<file path="src/rtl/ysyx_23060229_axi_pkg.sv">
// Shared definitions for the ysyx_23060229 AXI4 initiator.
//   axi_state_e     : initiator FSM states (IDLE, AR, R, WR, B)
//   AXI_BURST_INCR  : INCR burst encoding
//   AXI_RESP_OKAY   : OKAY response encoding
//   AXI_SIZE_WORD   : widest beat this 32-bit bus supports (4 bytes)
//   clamp_size()    : limits a requested beat size to AXI_SIZE_WORD
package ysyx_23060229_axi_pkg;

  typedef enum logic [2:0] {
    ST_IDLE = 3'd0,
    ST_AR   = 3'd1,
    ST_R    = 3'd2,
    ST_WR   = 3'd3,
    ST_B    = 3'd4
  } axi_state_e;

  localparam logic [1:0] AXI_BURST_INCR = 2'b01;
  localparam logic [1:0] AXI_RESP_OKAY  = 2'b00;
  localparam logic [2:0] AXI_SIZE_WORD  = 3'd2;

  function automatic logic [2:0] clamp_size(input logic [2:0] size);
    return (size > AXI_SIZE_WORD) ? AXI_SIZE_WORD : size;
  endfunction

endpackage

</file>
<file path="src/rtl/ysyx_23060229_axi_wr_chan.sv">
// AW/W issue tracker for a single-beat write.
// While `active` is high, awvalid and wvalid are raised together; each one
// drops on its own after its handshake, remembered in aw_done / w_done.
// `done` goes high in the cycle the second (or both) handshake completes.
// Ports:
//   clock, reset      : rising-edge clock, synchronous active-high reset
//   active            : initiator is in its write-address/data phase
//   awready, wready   : responder readies
//   awvalid, wvalid   : initiator valids for AW and W
//   done              : both handshakes complete (this cycle or earlier)
module ysyx_23060229_axi_wr_chan (
  input  logic clock,
  input  logic reset,
  input  logic active,
  input  logic awready,
  input  logic wready,
  output logic awvalid,
  output logic wvalid,
  output logic done
);

  logic aw_done;
  logic w_done;

  assign awvalid = active && !aw_done;
  assign wvalid  = active && !w_done;
  // A handshake in the current cycle counts the same as a recorded one, so
  // simultaneous AW and W acceptance finishes in a single cycle.
  assign done    = active && (aw_done || awready) && (w_done || wready);

  always_ff @(posedge clock) begin
    if (reset || !active || done) begin
      aw_done <= 1'b0;
      w_done  <= 1'b0;
    end else begin
      if (awvalid && awready) aw_done <= 1'b1;
      if (wvalid && wready)   w_done  <= 1'b1;
    end
  end

endmodule

</file>
<file path="src/rtl/ysyx_23060229_axi4_master.sv">
// AXI4 initiator bridge: one request at a time, either an INCR read burst of
// 1..256 beats or a single-beat write, returned on a registered response port.
//
// Handshake rule on every channel (req_* and all io_master_* channels): a
// transfer happens on a rising edge where valid and ready are both high; a
// valid, once raised, stays high with a stable payload until that transfer.
//
// Ports:
//   clock, reset        : rising-edge clock, synchronous active-high reset
//   req_*               : request (valid/ready, wen, addr, len=beats-1, size,
//                         wdata, wstrb); len is ignored for writes
//   rsp_*               : one-cycle pulse per read beat or write completion
//                         with data (0 for writes), last and err flags; no
//                         back-pressure
//   io_master_ar/r/aw/w/b* : AXI4 initiator channels, ids fixed to AXI_ID
//   dbg_state           : current FSM state
// Build option: YSYX_23060229_AXI_RESP_CHECK_EN enables rsp_err reporting of
// bad resp/id codes and rlast/beat-count disagreement; without it rsp_err is 0
// and the R phase ends only on rlast.
module ysyx_23060229_axi4_master
  import ysyx_23060229_axi_pkg::*;
#(
  parameter logic [3:0] AXI_ID = 4'd0
) (
  input  logic        clock,
  input  logic        reset,
  input  logic        req_valid,
  output logic        req_ready,
  input  logic        req_wen,
  input  logic [31:0] req_addr,
  input  logic [7:0]  req_len,
  input  logic [2:0]  req_size,
  input  logic [31:0] req_wdata,
  input  logic [3:0]  req_wstrb,
  output logic        rsp_valid,
  output logic [31:0] rsp_data,
  output logic        rsp_last,
  output logic        rsp_err,
  output logic        io_master_arvalid,
  input  logic        io_master_arready,
  output logic [31:0] io_master_araddr,
  output logic [3:0]  io_master_arid,
  output logic [7:0]  io_master_arlen,
  output logic [2:0]  io_master_arsize,
  output logic [1:0]  io_master_arburst,
  input  logic        io_master_rvalid,
  output logic        io_master_rready,
  input  logic [31:0] io_master_rdata,
  input  logic [1:0]  io_master_rresp,
  input  logic        io_master_rlast,
  input  logic [3:0]  io_master_rid,
  output logic        io_master_awvalid,
  input  logic        io_master_awready,
  output logic [31:0] io_master_awaddr,
  output logic [3:0]  io_master_awid,
  output logic [7:0]  io_master_awlen,
  output logic [2:0]  io_master_awsize,
  output logic [1:0]  io_master_awburst,
  output logic        io_master_wvalid,
  input  logic        io_master_wready,
  output logic [31:0] io_master_wdata,
  output logic [3:0]  io_master_wstrb,
  output logic        io_master_wlast,
  input  logic        io_master_bvalid,
  output logic        io_master_bready,
  input  logic [1:0]  io_master_bresp,
  input  logic [3:0]  io_master_bid,
  output axi_state_e  dbg_state
);

  axi_state_e  state_q, state_d;
  logic [31:0] addr_q;
  logic [7:0]  len_q;
  logic [2:0]  size_q;
  logic [31:0] wdata_q;
  logic [3:0]  wstrb_q;
  logic [8:0]  beat_q;   // one bit wider than arlen so overrun beats compare correctly
  logic        wr_active;
  logic        wr_done;
  logic        r_err;
  logic        b_err;
  logic        req_hs;

  assign dbg_state = state_q;
  assign req_hs    = req_valid && req_ready;

  // Address/data payloads come straight from the latches, so they cannot
  // change while a valid is pending.
  assign io_master_araddr  = addr_q;
  assign io_master_arid    = AXI_ID;
  assign io_master_arlen   = len_q;
  assign io_master_arsize  = size_q;
  assign io_master_arburst = AXI_BURST_INCR;
  assign io_master_awaddr  = addr_q;
  assign io_master_awid    = AXI_ID;
  assign io_master_awlen   = 8'd0;
  assign io_master_awsize  = size_q;
  assign io_master_awburst = AXI_BURST_INCR;
  assign io_master_wdata   = wdata_q;
  assign io_master_wstrb   = wstrb_q;
  assign io_master_wlast   = 1'b1;

  ysyx_23060229_axi_wr_chan u_wr_chan (
    .clock   (clock),
    .reset   (reset),
    .active  (wr_active),
    .awready (io_master_awready),
    .wready  (io_master_wready),
    .awvalid (io_master_awvalid),
    .wvalid  (io_master_wvalid),
    .done    (wr_done)
  );

`ifdef YSYX_23060229_AXI_RESP_CHECK_EN
  always_comb begin
    r_err = (io_master_rresp != AXI_RESP_OKAY) || (io_master_rid != AXI_ID);
    // rlast must land exactly on beat arlen; any beat at or past arlen
    // without rlast is an overrun.
    if (io_master_rlast) r_err = r_err || (beat_q != {1'b0, len_q});
    else                 r_err = r_err || (beat_q >= {1'b0, len_q});
    b_err = (io_master_bresp != AXI_RESP_OKAY) || (io_master_bid != AXI_ID);
  end
`else
  assign r_err = 1'b0;
  assign b_err = 1'b0;
  logic unused_resp_fields;
  assign unused_resp_fields = ^{io_master_rresp, io_master_rid, io_master_bresp,
                                io_master_bid, beat_q};
`endif

  always_comb begin
    state_d           = state_q;
    req_ready         = 1'b0;
    io_master_arvalid = 1'b0;
    io_master_rready  = 1'b0;
    io_master_bready  = 1'b0;
    wr_active         = 1'b0;
    unique case (state_q)
      ST_IDLE: begin
        req_ready = 1'b1;
        if (req_valid) state_d = req_wen ? ST_WR : ST_AR;
      end
      ST_AR: begin
        io_master_arvalid = 1'b1;
        if (io_master_arready) state_d = ST_R;
      end
      ST_R: begin
        io_master_rready = 1'b1;
        if (io_master_rvalid && io_master_rlast) state_d = ST_IDLE;
      end
      ST_WR: begin
        wr_active = 1'b1;
        if (wr_done) state_d = ST_B;
      end
      ST_B: begin
        io_master_bready = 1'b1;
        if (io_master_bvalid) state_d = ST_IDLE;
      end
      default: state_d = ST_IDLE;
    endcase
    // No request may be taken while reset is being applied.
    if (reset) req_ready = 1'b0;
  end

  always_ff @(posedge clock) begin
    if (reset) begin
      state_q   <= ST_IDLE;
      addr_q    <= 32'd0;
      len_q     <= 8'd0;
      size_q    <= 3'd0;
      wdata_q   <= 32'd0;
      wstrb_q   <= 4'd0;
      beat_q    <= 9'd0;
      rsp_valid <= 1'b0;
      rsp_data  <= 32'd0;
      rsp_last  <= 1'b0;
      rsp_err   <= 1'b0;
    end else begin
      state_q   <= state_d;
      rsp_valid <= 1'b0;
      if (req_hs) begin
        addr_q  <= req_addr;
        len_q   <= req_wen ? 8'd0 : req_len;
        size_q  <= clamp_size(req_size);
        wdata_q <= req_wdata;
        wstrb_q <= req_wstrb;
        beat_q  <= 9'd0;
      end
      if (state_q == ST_R && io_master_rvalid) begin
        rsp_valid <= 1'b1;
        rsp_data  <= io_master_rdata;
        rsp_last  <= io_master_rlast;
        rsp_err   <= r_err;
        beat_q    <= beat_q + 9'd1;
      end
      if (state_q == ST_B && io_master_bvalid) begin
        rsp_valid <= 1'b1;
        rsp_data  <= 32'd0;
        rsp_last  <= 1'b1;
        rsp_err   <= b_err;
      end
    end
  end

endmodule

</file>
<file path="config.mk">
export PLATFORM = sky130hd
export DESIGN_NAME = ysyx_23060229_axi4_master
export DESIGN_NICKNAME = d
export VERILOG_FILES = /design/src/rtl/ysyx_23060229_axi_pkg.sv /design/src/rtl/ysyx_23060229_axi_wr_chan.sv /design/src/rtl/ysyx_23060229_axi4_master.sv
export SDC_FILE = /design/constraint.sdc
export NUM_CORES = 1
export LEC_CHECK = 0
export CAP_MARGIN = 20
export CORE_MARGIN = 2
export CORE_UTILIZATION = 30
export DETAILED_ROUTE_END_ITERATION = 6
export PLACE_DENSITY = 0.69
export SYNTH_ARGS = -nofsm -noshare
export SYNTH_HDL_FRONTEND = slang
export SYNTH_SLANG_ARGS = --single-unit
</file>
<file path="constraint.sdc">
create_clock -name clock -period 1.8 [get_ports clock]
set_input_delay 0.45 -clock clock [delete_from_list [all_inputs] [get_ports clock]]
set_output_delay 0.45 -clock clock [all_outputs]
set_load 0.005 [all_outputs]
</file>
==> results of run 1 <==
-- cell usage after synthesis, types with 2 or more instances --
cell / instances
buf_6: 10
nand3b_1: 10
a21boi_0: 2
buf_4: 61
o21ai_1: 7
nor3_1: 4
inv_1: 2
buf_2: 12
buf_1: 2
mux2i_1: 2
clkbuf_2: 5
nand2_1: 215
conb_1: 2
o21ai_0: 63
a21oi_1: 43
and2_1: 2
dfxtp_1: 118
clkbuf_1: 7
nand3_1: 4
nor2_1: 8
-- worst max-delay path, stage by stage, from the launching register on --
cell	delay, ns
dfxtp_4	0.36
buf_4	0.15
nor4_4	0.26
buf_4	0.16
-- registers in the layout (all words and copies together) (netlist names) --
name               cells
io_master_araddr      32
io_master_wdata       32
u_wr_chan.aw_done      1
u_wr_chan.w_done       1
rsp_last               1
rsp_data              32
rsp_valid              1
io_master_wstrb        4
io_master_arsize       3
io_master_arlen        8
dbg_state              3
-- area by class of cell --
type,instances,share of cell area (%)
well taps,211,3.15
repair buffers,320,38.8
inverters,2,0.0895
multi-input cells,392,21.2
flip-flops and latches,118,28.4
clock buffers,21,5.73
clock inverters,11,2.61
-- layer usage --
layer	up-vias	part of all wire [%]	global-route usage [%]
met5	-	0	0
met4	0	1.3	6.58
met3	14	9.4	6.81
met2	194	47	27.8
met1	2107	42	20.0
li1	2342	-	-
-- where the power goes --
group / internal [mW] / switching (mW) / leakage [nW]
Combinational: 1.32 / 0.781 / 1.89
Sequential: 2.93 / 0.204 / 0.970
Clock: 2.75 / 1.21 / 0.339
-- cells by family (layout without fill, tap and decap cells) --
group           count (synthesis)  after routing  share of synthesized area [%]
compound gates                119            119                           12.9
buf+inv                        99            354                           14.7
flops                         118            118                           50.0
mux                             2              2                          0.423
other cells                     2             22                          0.159
simple gates                  249            249                           21.8
-- worst min path at each step --
stage | slack (ns) | end | startpoint | cells after the start
final | 0.45 | io_master_wdata[16] | io_master_wdata[16] | 2
after CTS | 0.45 | io_master_wdata[16] | io_master_wdata[16] | 2
after global placement | 0.43 | io_master_wdata[16] | io_master_wdata[16] | 2
after floorplan | 0.44 | io_master_wdata[15] | io_master_wdata[15] | 2
after detailed placement | 0.44 | io_master_wdata[16] | io_master_wdata[16] | 2
after global routing | 0.47 | rsp_data[5] | rsp_data[5] | 2
-- timing repair --
item / in CTS / in global routing
cloned: 0 / 2
gates resized for setup: 31 / 22
pin swaps: 1 / 4
endpoints found under the hold margin: 0 / 0
setup endpoints to repair: 13 / 19
setup buffers: 5 / 6
==> results_dict.tcl, run 1 <==
set metrics [dict create \
    reg2reg_from "dbg_state[2]" \
    final.min_clock_period_ns 1.79 \
    fmax_mhz 558 \
    yosysSeqAreaShare_pct 50.0 \
    startpoint_type "flop" \
    grt_max_degree 49 \
    die_x_um 130 \
    die_h_um 130 \
    antenna_found_initial 0 \
    antenna-diode-count 0 \
    core_area_um2 15300 \
    cts_buffer_depth 2 \
    globalRouteOverflowTotal 0 \
    syn_inst 589 \
    critPathLaunch "dbg_state[1]" \
    drive_above_1_share_pct 11.6 \
    grt_first_pass_wirelength_um 22100 \
    status "complete, no violations" \
    grtUsageTotal_pct 17.0 \
    ys.flop_type "dfxtp_1" \
    port_buffers 277 \
    async_flop_share_pct 0 \
    layout_commonest_cell "clkdlybuf4s50_1" \
    reg2reg_slack_ns 0.10 \
    place_congestion 0.765 \
    yosysUniqueCellTypes 30 \
    fin_worst_skew_ns 0.00760 \
    hold_buffers 0 \
    wirelength_um 15000 \
    place_ws_ns -0.407 \
    ir_drop_mv 0.567 \
    synth_top_area_cell "dfxtp_1" \
    drc 0 \
    path_max_fanout 4 \
    fin_area_um2 8390 \
    clkTransAtPathRegs_ns 0.06 \
    grt_setup_unrepaired "yes" \
    powerDensity_nw_per_um2 1100 \
    area_growth_pct 77.3 \
    fin_util_pct 54.8 \
    firstDrtPassIters 4 \
    fin_nets 984 \
    worst_hold_path_type "flop to flop" \
    instances_no_fill 1075 \
    final_cell_mix "clkdlybuf4s50_1 (265), nand2_1 (215), dfxtp_1 (107)" \
    io_pins 312 \
    synth_edf_count 0 \
    row_count 45 \
    start_util_pct 30.9 \
    crit_end "req_ready" \
    cts_sinks 118 \
    synthDominantCellAreaShare_pct 50.0 \
    ys_warn_count 0 \
    setup_viol 0 \
    period_share_pct 99.6 \
    path_class "flop to primary output" \
    hold_ws_ns 0.445 \
    synth_area_leaders "dfxtp_1 (50%), nand2_1 (17%), buf_4 (9.7%)" \
    cts_tree "built" \
    grt_pass1_vias 4328 \
    fill_cells 1428 \
    insertion_delay_ns 0.40 \
    finalHoldViolations 0 \
    ant_nets 0 \
    via_per_inst 4.33 \
    postSynthAreaPerCell_um2 8.03 \
    ys_ff_latch 118 \
    vias 4657 \
    p_leak_nw 3.20 \
    die_area_um2 16800 \
    required_ns 1.35 \
    seq_area_um2 2380 \
    slew_viol_final 0 \
    reg2reg_depth 7 \
    total_power_mw 9.19 \
    setup_slack_ns 0.00649 \
    dpl_cell_area_um2 7500 \
    max_cap_viol_count 0 \
    cp-end-kind "primary output" \
    cts_buffers 17 \
    multi_input_area_um2 1780 \
    h-tree-depth 4 \
    tns_ns 0 \
    reg2reg_to "io_master_araddr[2]" \
    crit_arrival_ns 1.34 \
    syn_area_um2 4730 \
    routedWlPerCell_um 13.9 \
    drtIter0Drc 156 \
    dp.cells 1032 \
    root_buffer "clkbuf_16" \
    detailed_place_hpwl_um 10600 \
]
(Power assumes the default switching activity.)
==> run 2, diff against run 1 <==
CORE_ASPECT_RATIO = 0.6   (was unset)
==> run 2 against run 1 <==
Effect of this change:
- count of clock-buffer cells in the layout is 3 lower
- core utilization fell by 2.2 points
- first-iteration DRC count rose by 64%
- sequential share of layout area increased by 0.97 points
- worst setup slack better by 0.050 ns
- die area grew 0.20%
- maximum frequency rose by 2.9%
- wire length decreased by 4.8%
- flip-flop and latch count stayed put
- hold slack improved by 0.0036 ns
- combinational power is 7% lower
==> results_dict.tcl, run 2 (synthesis gave the netlist of run 1 again) <==
set metrics [dict create \
    drive_above_1_share_pct 9.39 \
    hold_start "io_master_arlen[5]" \
    powerDensity_nw_per_um2 1040 \
    fmax_mhz 574 \
    crit_chain "nor2_2 > and2_1 > clkdlybuf4s15_2" \
    tns_ns 0 \
    grtUsageTotal_pct 16.6 \
    grt_pass1_vias 4237 \
    antenna_found_initial 0 \
    grt_setup_unrepaired "no" \
    clkTransAtPathRegs_ns 0.06 \
    fill_cells 1444 \
    dpl_cell_area_um2 7460 \
    slowest_delay_ns 0.38 \
    die_area_um2 16800 \
    reg2reg_to "io_master_wdata[25]" \
    crit_arrival_ns 1.29 \
    finalHoldViolations 0 \
    antenna-diode-count 0 \
    start_util_pct 30.8 \
    worst_hold_path_type "flop to flop" \
    crit_slowest_cell "dfxtp_4" \
    place_congestion 0.749 \
    cts_sinks 118 \
    dp.cells 1021 \
    globalRouteOverflowTotal 0 \
    setup_viol 0 \
    grt_first_pass_wirelength_um 22200 \
    path_class "flop to primary output" \
    core_area_um2 15400 \
    hold_buffers 0 \
    min_path_cells 2 \
    reg2reg_depth 6 \
    die_h_um 101 \
    period_share_pct 96.8 \
    seq_area_um2 2370 \
    firstDrtPassIters 4 \
    port_buffers 277 \
    cp_num_buf_inv 1 \
    via_per_inst 4.25 \
    fin_nets 972 \
    ir_drop_mv 0.532 \
    root_buffer "clkbuf_16" \
    drc 0 \
    multi_input_area_um2 1760 \
    io_pins 312 \
    area_growth_pct 70.8 \
    insertion_delay_ns 0.40 \
    ant_nets 0 \
    path_max_fanout 9 \
    cp.depth 3 \
    grt_max_degree 41 \
    required_ns 1.35 \
    wirelength_um 14300 \
    p_leak_nw 3.08 \
    detailed_place_hpwl_um 10600 \
    routedWlPerCell_um 13.5 \
    drtIter0Drc 256 \
    place_ws_ns -0.324 \
    cp-end-kind "primary output" \
    h-tree-depth 4 \
    slew_viol_final 0 \
    vias 4489 \
    final_cell_mix "clkdlybuf4s50_1 (262), nand2_1 (215), dfxtp_1 (114)" \
    fin_area_um2 8080 \
    final.min_clock_period_ns 1.74 \
    reg2reg_from "dbg_state[2]" \
    cts_buffers 17 \
    hold_end "io_master_arlen[5]" \
    startpoint_type "flop" \
    cts_tree "built" \
    cts_buffer_depth 2 \
    setup_slack_ns 0.0569 \
    max_cap_viol_count 0 \
    reg2reg_slack_ns 0.25 \
    die_x_um 166 \
    layout_commonest_cell "clkdlybuf4s50_1" \
    row_count 35 \
    status "complete, no violations" \
    instances_no_fill 1055 \
    cp_top_family "flip-flops" \
    fin_worst_skew_ns 0.00956 \
]
run 2: changes by cell type in the layout (fill, tap and decap cells not counted), sizes merged:
cell and change:
bufinv -4, clkinv +1, dlymetal6s2s +2, clkdlybuf4s50 -3, buf -9, inv +2, clkbuf -6, dlygate4sd2 +1
clkinvlp +4
run 2: power breakdown:
group          total, mW  switching (mW)  internal (mW)
Sequential          3.12           0.201           2.92
Combinational       1.95           0.738           1.21
Clock               3.34            1.26           2.08
Total               8.41            2.20           6.22
run 2: how the worst max path moves through the flow:
stage	from	endpoint	slack, ns
detailed placement	reset	req_ready	-0.32
floorplan	reset	io_master_wdata[19]	0.39
finish	dbg_state[0]	io_master_bready	0.06
global placement	reset	req_ready	-0.31
global route	io_master_araddr[28]	io_master_araddr[28]	0.0008
CTS	dbg_state[0]	req_ready	-0.05
run 2: routing by layer:
| layer | vias to the layer above | track usage (%) | part of all wire [%] |
|---|---|---|---|
| met5 | - | 0 | 0 |
| met4 | 0 | 4.75 | 0.83 |
| met3 | 8 | 6.80 | 8.4 |
| met2 | 156 | 25.4 | 43 |
| met1 | 2006 | 21.8 | 47 |
| li1 | 2319 | - | - |
run 2: repair_timing:
action	in CTS	in global routing
setup endpoints to repair	10	12
buffers inserted	1	1
gates resized for setup	31	12
pin swaps	2	2
run 2: layout make-up:
| type | instances | area share (%) |
|---|---|---|
| Clock buffer | 18 | 5.44 |
| Tap cell | 203 | 3.14 |
| Timing Repair Buffer | 308 | 38.3 |
| Inverter | 2 | 0.0929 |
| Sequential cell | 118 | 29.4 |
| Clock inverter | 14 | 1.87 |
| Multi-Input combinational cell | 392 | 21.8 |
run 2: metrics by stage:
stage               power [mW]  util [%]  hold WS (ns)
floorplan                 3.98         -         0.445
global placement          5.14      48.5         0.435
detailed placement        5.16      48.5         0.444
CTS                       8.54      52.4         0.451
global route              8.87      52.6         0.465
finish                    8.41      52.6         0.449
run 2: tightest hold or removal path: cells and delay by family (launching register included):
| kind | cells | cell delay (ns) |
|---|---|---|
| AOI/OAI and AO/OA | 1 | 0.05 |
| and+or+nand+nor | 1 | 0.05 |
| DFF | 1 | 0.30 |
==> run 3, diff against run 2 <==
CORE_UTILIZATION = 36   (was 30)
PLACE_DENSITY = 0.81   (was 0.69)
==> run 3 against run 2 <==
Effect of this change:
- clock skew about the same
- core utilization up 10 points
- total power about the same
- critical endpoint is now io_master_awaddr[28]
- first-iteration DRC count shrank 52%
==> results_dict.tcl, run 3 (synthesis gave the netlist of run 1 again) <==
set metrics [dict create \
    period_share_pct 97.3 \
    path_max_fanout 3 \
    slew_viol_final 0 \
    die_x_um 152 \
    wirelength_um 14100 \
    finalHoldViolations 0 \
    vias 4586 \
    ir_drop_mv 0.597 \
    fin_worst_skew_ns 0.00941 \
    antenna-diode-count 0 \
    via_per_inst 4.49 \
    die_h_um 92.8 \
    fin_util_pct 62.7 \
    layout_commonest_cell "clkdlybuf4s50_1" \
    port_buffers 277 \
    cp_top_family "buffers and inverters" \
    drtIter0Drc 124 \
    insertion_delay_ns 0.40 \
    setup_viol 0 \
    grtUsageTotal_pct 19.2 \
    ant_nets 0 \
    core_area_um2 12800 \
    final_cell_mix "clkdlybuf4s50_1 (268), nand2_1 (215), dfxtp_1 (112)" \
    die_area_um2 14100 \
    row_count 32 \
    cp-end-kind "primary output" \
    h-tree-depth 4 \
    drc 0 \
    fmax_mhz 571 \
    powerDensity_nw_per_um2 1050 \
    fill_cells 1104 \
    cts_buffer_depth 2 \
    cts_tree "built" \
    startpoint_type "flop" \
    grt_setup_unrepaired "yes" \
    fin_nets 971 \
    area_growth_pct 69.9 \
    path_class "flop to primary output" \
    firstDrtPassIters 4 \
    detailed_place_hpwl_um 10700 \
    crit_slowest_cell "clkdlybuf4s50_1" \
    place_congestion 0.812 \
    max_cap_viol_count 0 \
    clkTransAtPathRegs_ns 0.06 \
    cp_num_buf_inv 1 \
    io_pins 312 \
    start_util_pct 36.9 \
    antenna_found_initial 0 \
    final.min_clock_period_ns 1.75 \
    cts_sinks 118 \
    grt_first_pass_wirelength_um 21800 \
    routedWlPerCell_um 13.9 \
    grt_pass1_vias 4354 \
    status "complete, no violations" \
    globalRouteOverflowTotal 0 \
    total_power_mw 8.41 \
    required_ns 1.35 \
    p_leak_nw 2.97 \
    grt_max_degree 52 \
    slowest_delay_ns 0.53 \
    hold_ws_ns 0.448 \
    crit_arrival_ns 1.30 \
    cts_buffers 17 \
    drive_above_1_share_pct 8.93 \
    worst_hold_path_type "flop to flop" \
    root_buffer "clkbuf_16" \
    crit_chain "clkdlybuf4s50_1" \
]
[run 3: changes by cell type in the layout (fill, tap and decap cells not counted), sizes merged]
cell,delta
buf,-4
clkbuf,+1
clkdlybuf4s15,+3
clkdlybuf4s50,+6
clkinv,-2
dlymetal6s2s,-6
inv,+1
[run 3: path summary, 6_finish.rpt]
path | from | to | slack, ns | cells past startpoint
min | io_master_wdata[18] | io_master_wdata[18] | 0.45 | 2
min reg2reg | io_master_wdata[18] | io_master_wdata[18] | 0.45 | 2
max reg2reg | dbg_state[2] | io_master_wdata[31] | 0.18 | 6
max | io_master_araddr[28] | io_master_awaddr[28] | 0.05 | 1
[run 3: metal layers]
layer	part of all wire (%)	routed length, um	GRT usage (%)	vias to the layer above
li1	-	-	-	2319
met1	43	6080	22.6	2097
met2	48	6750	32.5	162
met3	8.5	1210	8.05	8
met4	0.70	99	5.30	0
met5	0	0	0	-
[run 3: stage by stage]
step,std cells,setup TNS [ns],area [um2],setup WS (ns)
floorplan,609,0,4800,0.388
global placement,987,-14.72,7410,-0.287
detailed placement,987,-21.56,7410,-0.386
CTS,1020,-0.00206,8030,-0.00206
global route,1021,-0.0198,8040,-0.0195
finish,1021,0,8040,0.0491
[run 3: cell type report]
type                       instances  area, um2  share of cell area (%)
tap                              170        213                    2.65
clock inverter                    13        146                    1.82
inverter                           2       7.51                  0.0934
sequential                       118       2370                    29.6
multi-input combinational        392       1770                    22.0
timing repair buffer             307       3080                    38.4
clock buffer                      19        443                    5.51
[run 3: power breakdown]
part / switching, mW / internal [mW]
Sequential: 0.210 / 2.92
Combinational: 0.744 / 1.22
Clock: 1.22 / 2.09
[run 3: repair_timing]
item	in CTS	in global routing
setup buffers	1	1
hold buffers	0	0
gates resized for setup	23	8
setup endpoints to repair	8	11
==> edit: new RTL, flow settings as in run 1 <==
Reset style: asynchronous (`reset`), changed in one clocked block. Comments in the files are not updated.
--- a/src/rtl/ysyx_23060229_axi4_master.sv
+++ b/src/rtl/ysyx_23060229_axi4_master.sv
@@ -162,7 +162,7 @@
     if (reset) req_ready = 1'b0;
   end
 
-  always_ff @(posedge clock) begin
+  always_ff @(posedge clock or posedge reset) begin
     if (reset) begin
       state_q   <= ST_IDLE;
       addr_q    <= 32'd0;
Function: differs if reset is asserted again (counterexample within 4 cycles, from zero or initial values and one cycle with reset high); with reset held inactive, the same outputs for 4 cycles.
==> edit against run 1 <==
- the run now ends with setup timing left
- first-iteration DRC count shrank 37%
- count of clock-buffer cells in the layout rose by 1
- wire length grew 5.9%
- design area increased by 6.0%
- worst hold slack improved by 0.049 ns
- synthesized area grew 6.5%
- non-clock buffer count rose by 12
- worst setup slack got worse by 0.12 ns
- sequential cell count unchanged
Power is not compared: it rests on default switching activity, and its combinational part moved more than twofold at a synthesized area within 25%.
==> edit: results (changes against run 1) <==
H-Tree Depth=4 (unchanged); drt wl/cell=17.7 um (+27%); TritonRoute pass-1 iters=4 (unchanged); DR iter-0 viols=99 (-37%); TritonCTS clock tree=built; Min-Delay Path Depth=1 (-1); clock root buffer=clkbuf_16; worst r2r path cells=7 (unchanged); Clock Latency Late Sink=between 0.4 and 0.5 ns; global-route wire length before repair=22900 um (+3.6%); max incr delay on CP=0.43 ns (+0.07 ns); ys async rst share=98.3% (+98 points); Post-Layout Cell Count=898 (-16%); Via density=4.41 (+1.8%); gpl congestion=0.784 (+2.4%); Synth top cells by count=dfrtp_1, buf_4, mux2_2, a22o_1, nand2_1; Synth Flop Type=dfrtp_1; Slew @ Worst Pin=around 0.51 ns; synthesized netlist cell count=369 (-37%); Worst Path Arrival=1.46 ns (+0.12 ns); dpl cells=831 (-19%); vias in the first global route=4138 (-4.4%); Cell variety after synth=33 (+10%); Area contributors post-synth=dfrtp_1, mux2_2, buf_4; CTS buffer count=17 (unchanged); final worst slack=-0.112 ns (-0.118 ns); # port buffers=277 (unchanged); Cell Area, Placed=0.00786 mm^2 (+4.7%); Max Buffers Root-to-Sink=2 (unchanged); Sum Neg Setup Slack=-3.19 ns (-3.19 ns); layout cells sized above 1=27.3% (+16 points); Critical-path top delay cell=dfrtp_2; Ant. Diodes=0 (unchanged); P_leak=~4.1 nW; Worst Path Max Fanout=3 (-1); largest net degree at the start of global routing=54 (+10%); YS warnings=0 (unchanged); Setup-failing EPs final=82 (+82); final net count=799 (-19%); fillcell total=1379 (-3.4%); failing checks=setup timing; GR Util All Layers=16.9% (-0.085 points); initial antenna violation count=0 (unchanged); CTS clk-pin slew, worst paths=0.06 ns (about the same); sequential share of the synthesized area=58.4% (+8.5 points); Peak VDD IR=between 700 and 800 uV; status=finished with violations; Setup Skew=0.00818 ns (+0.000576 ns); Final HPWL DP=10600 um (+0.69%)
==> edit: cell types whose count changed after synthesis, sizes merged, moves of 3 or more <==
cell and change:
clkbuf -9, nand3 -3, dfxtp -116, nor3 -4, a22o +23, nand3b -9, a21oi -32, dfrtp +116
mux2 +76, buf -12, o21ai -70, nand2 -193, nor2b +9
==> edit: cells by family (layout without fill, tap and decap cells) <==
family,count (synthesis),in the layout,share of synthesized area [%]
AND/OR/NAND/NOR,52,54,5.66
buffers and inverters,80,367,11.0
flip-flops,118,118,58.4
multiplexers,78,78,19.0
other,2,22,0.149
AO/OA/AOI/OAI,39,39,5.79
==> edit: report_power, final <==
group	total, mW	switching, mW	internal (mW)
registers	4.76	0.820	3.94
logic	6.78	2.13	4.65
clock network	3.27	1.19	2.09
total	14.8	4.14	10.7
==> edit: area by class of cell <==
type / instances / area, um^2 / share of cell area [%]
clock buffers: 22 / 464 / 5.22
clock inverters: 9 / 103 / 1.15
inverters: 4 / 18.8 / 0.211
multi-input cells: 193 / 1690 / 19.1
flip-flops and latches: 118 / 2950 / 33.2
well taps: 220 / 275 / 3.10
repair buffers: 332 / 3390 / 38.1
==> edit: final timing paths <==
check                        startpoint                   end  slack (ns)
hold / removal                 rsp_last              rsp_last        0.49
max in group asynchronous         reset           rsp_data[9]        0.75
setup reg to reg           dbg_state[2]  io_master_araddr[20]       -0.06
min in group asynchronous         reset    io_master_arlen[0]        0.51
hold reg to reg                rsp_last              rsp_last        0.49
setup / recovery           dbg_state[2]             req_ready       -0.11
==> edit: repair_timing <==
action / CTS / global route
cloned: 2 / 6
setup endpoints to repair: 54 / 127
pin swaps: 6 / 4
buffers inserted: 26 / 3
hold buffers: 0 / 0
resized for setup: 49 / 35
==> edit: through the flow <==
stage | setup slack, ns | hold slack [ns]
after floorplan | -0.0634 | 0.484
after global placement | -0.482 | 0.481
after detailed placement | -0.611 | 0.480
after CTS | -0.173 | 0.490
after global routing | -0.170 | 0.507
final | -0.112 | 0.494
==> edit: critical path, delay by kind of cell, from the launching register on <==
family | cells | cell delay (ns)
flops | 1 | 0.43
buf+inv | 3 | 0.40
simple gates | 1 | 0.22
==> edit: routing by layer <==
| metal | wire (um) | GRT usage [%] | vias up | share of wire, % |
|---|---|---|---|---|
| met5 | 0 | 0 | - | 0 |
| met4 | 300 | 7.57 | 0 | 1.9 |
| met3 | 1180 | 5.97 | 24 | 7.4 |
| met2 | 8370 | 29.4 | 210 | 53 |
| met1 | 6020 | 18.5 | 1930 | 38 |
| li1 | - | - | 1797 | - |
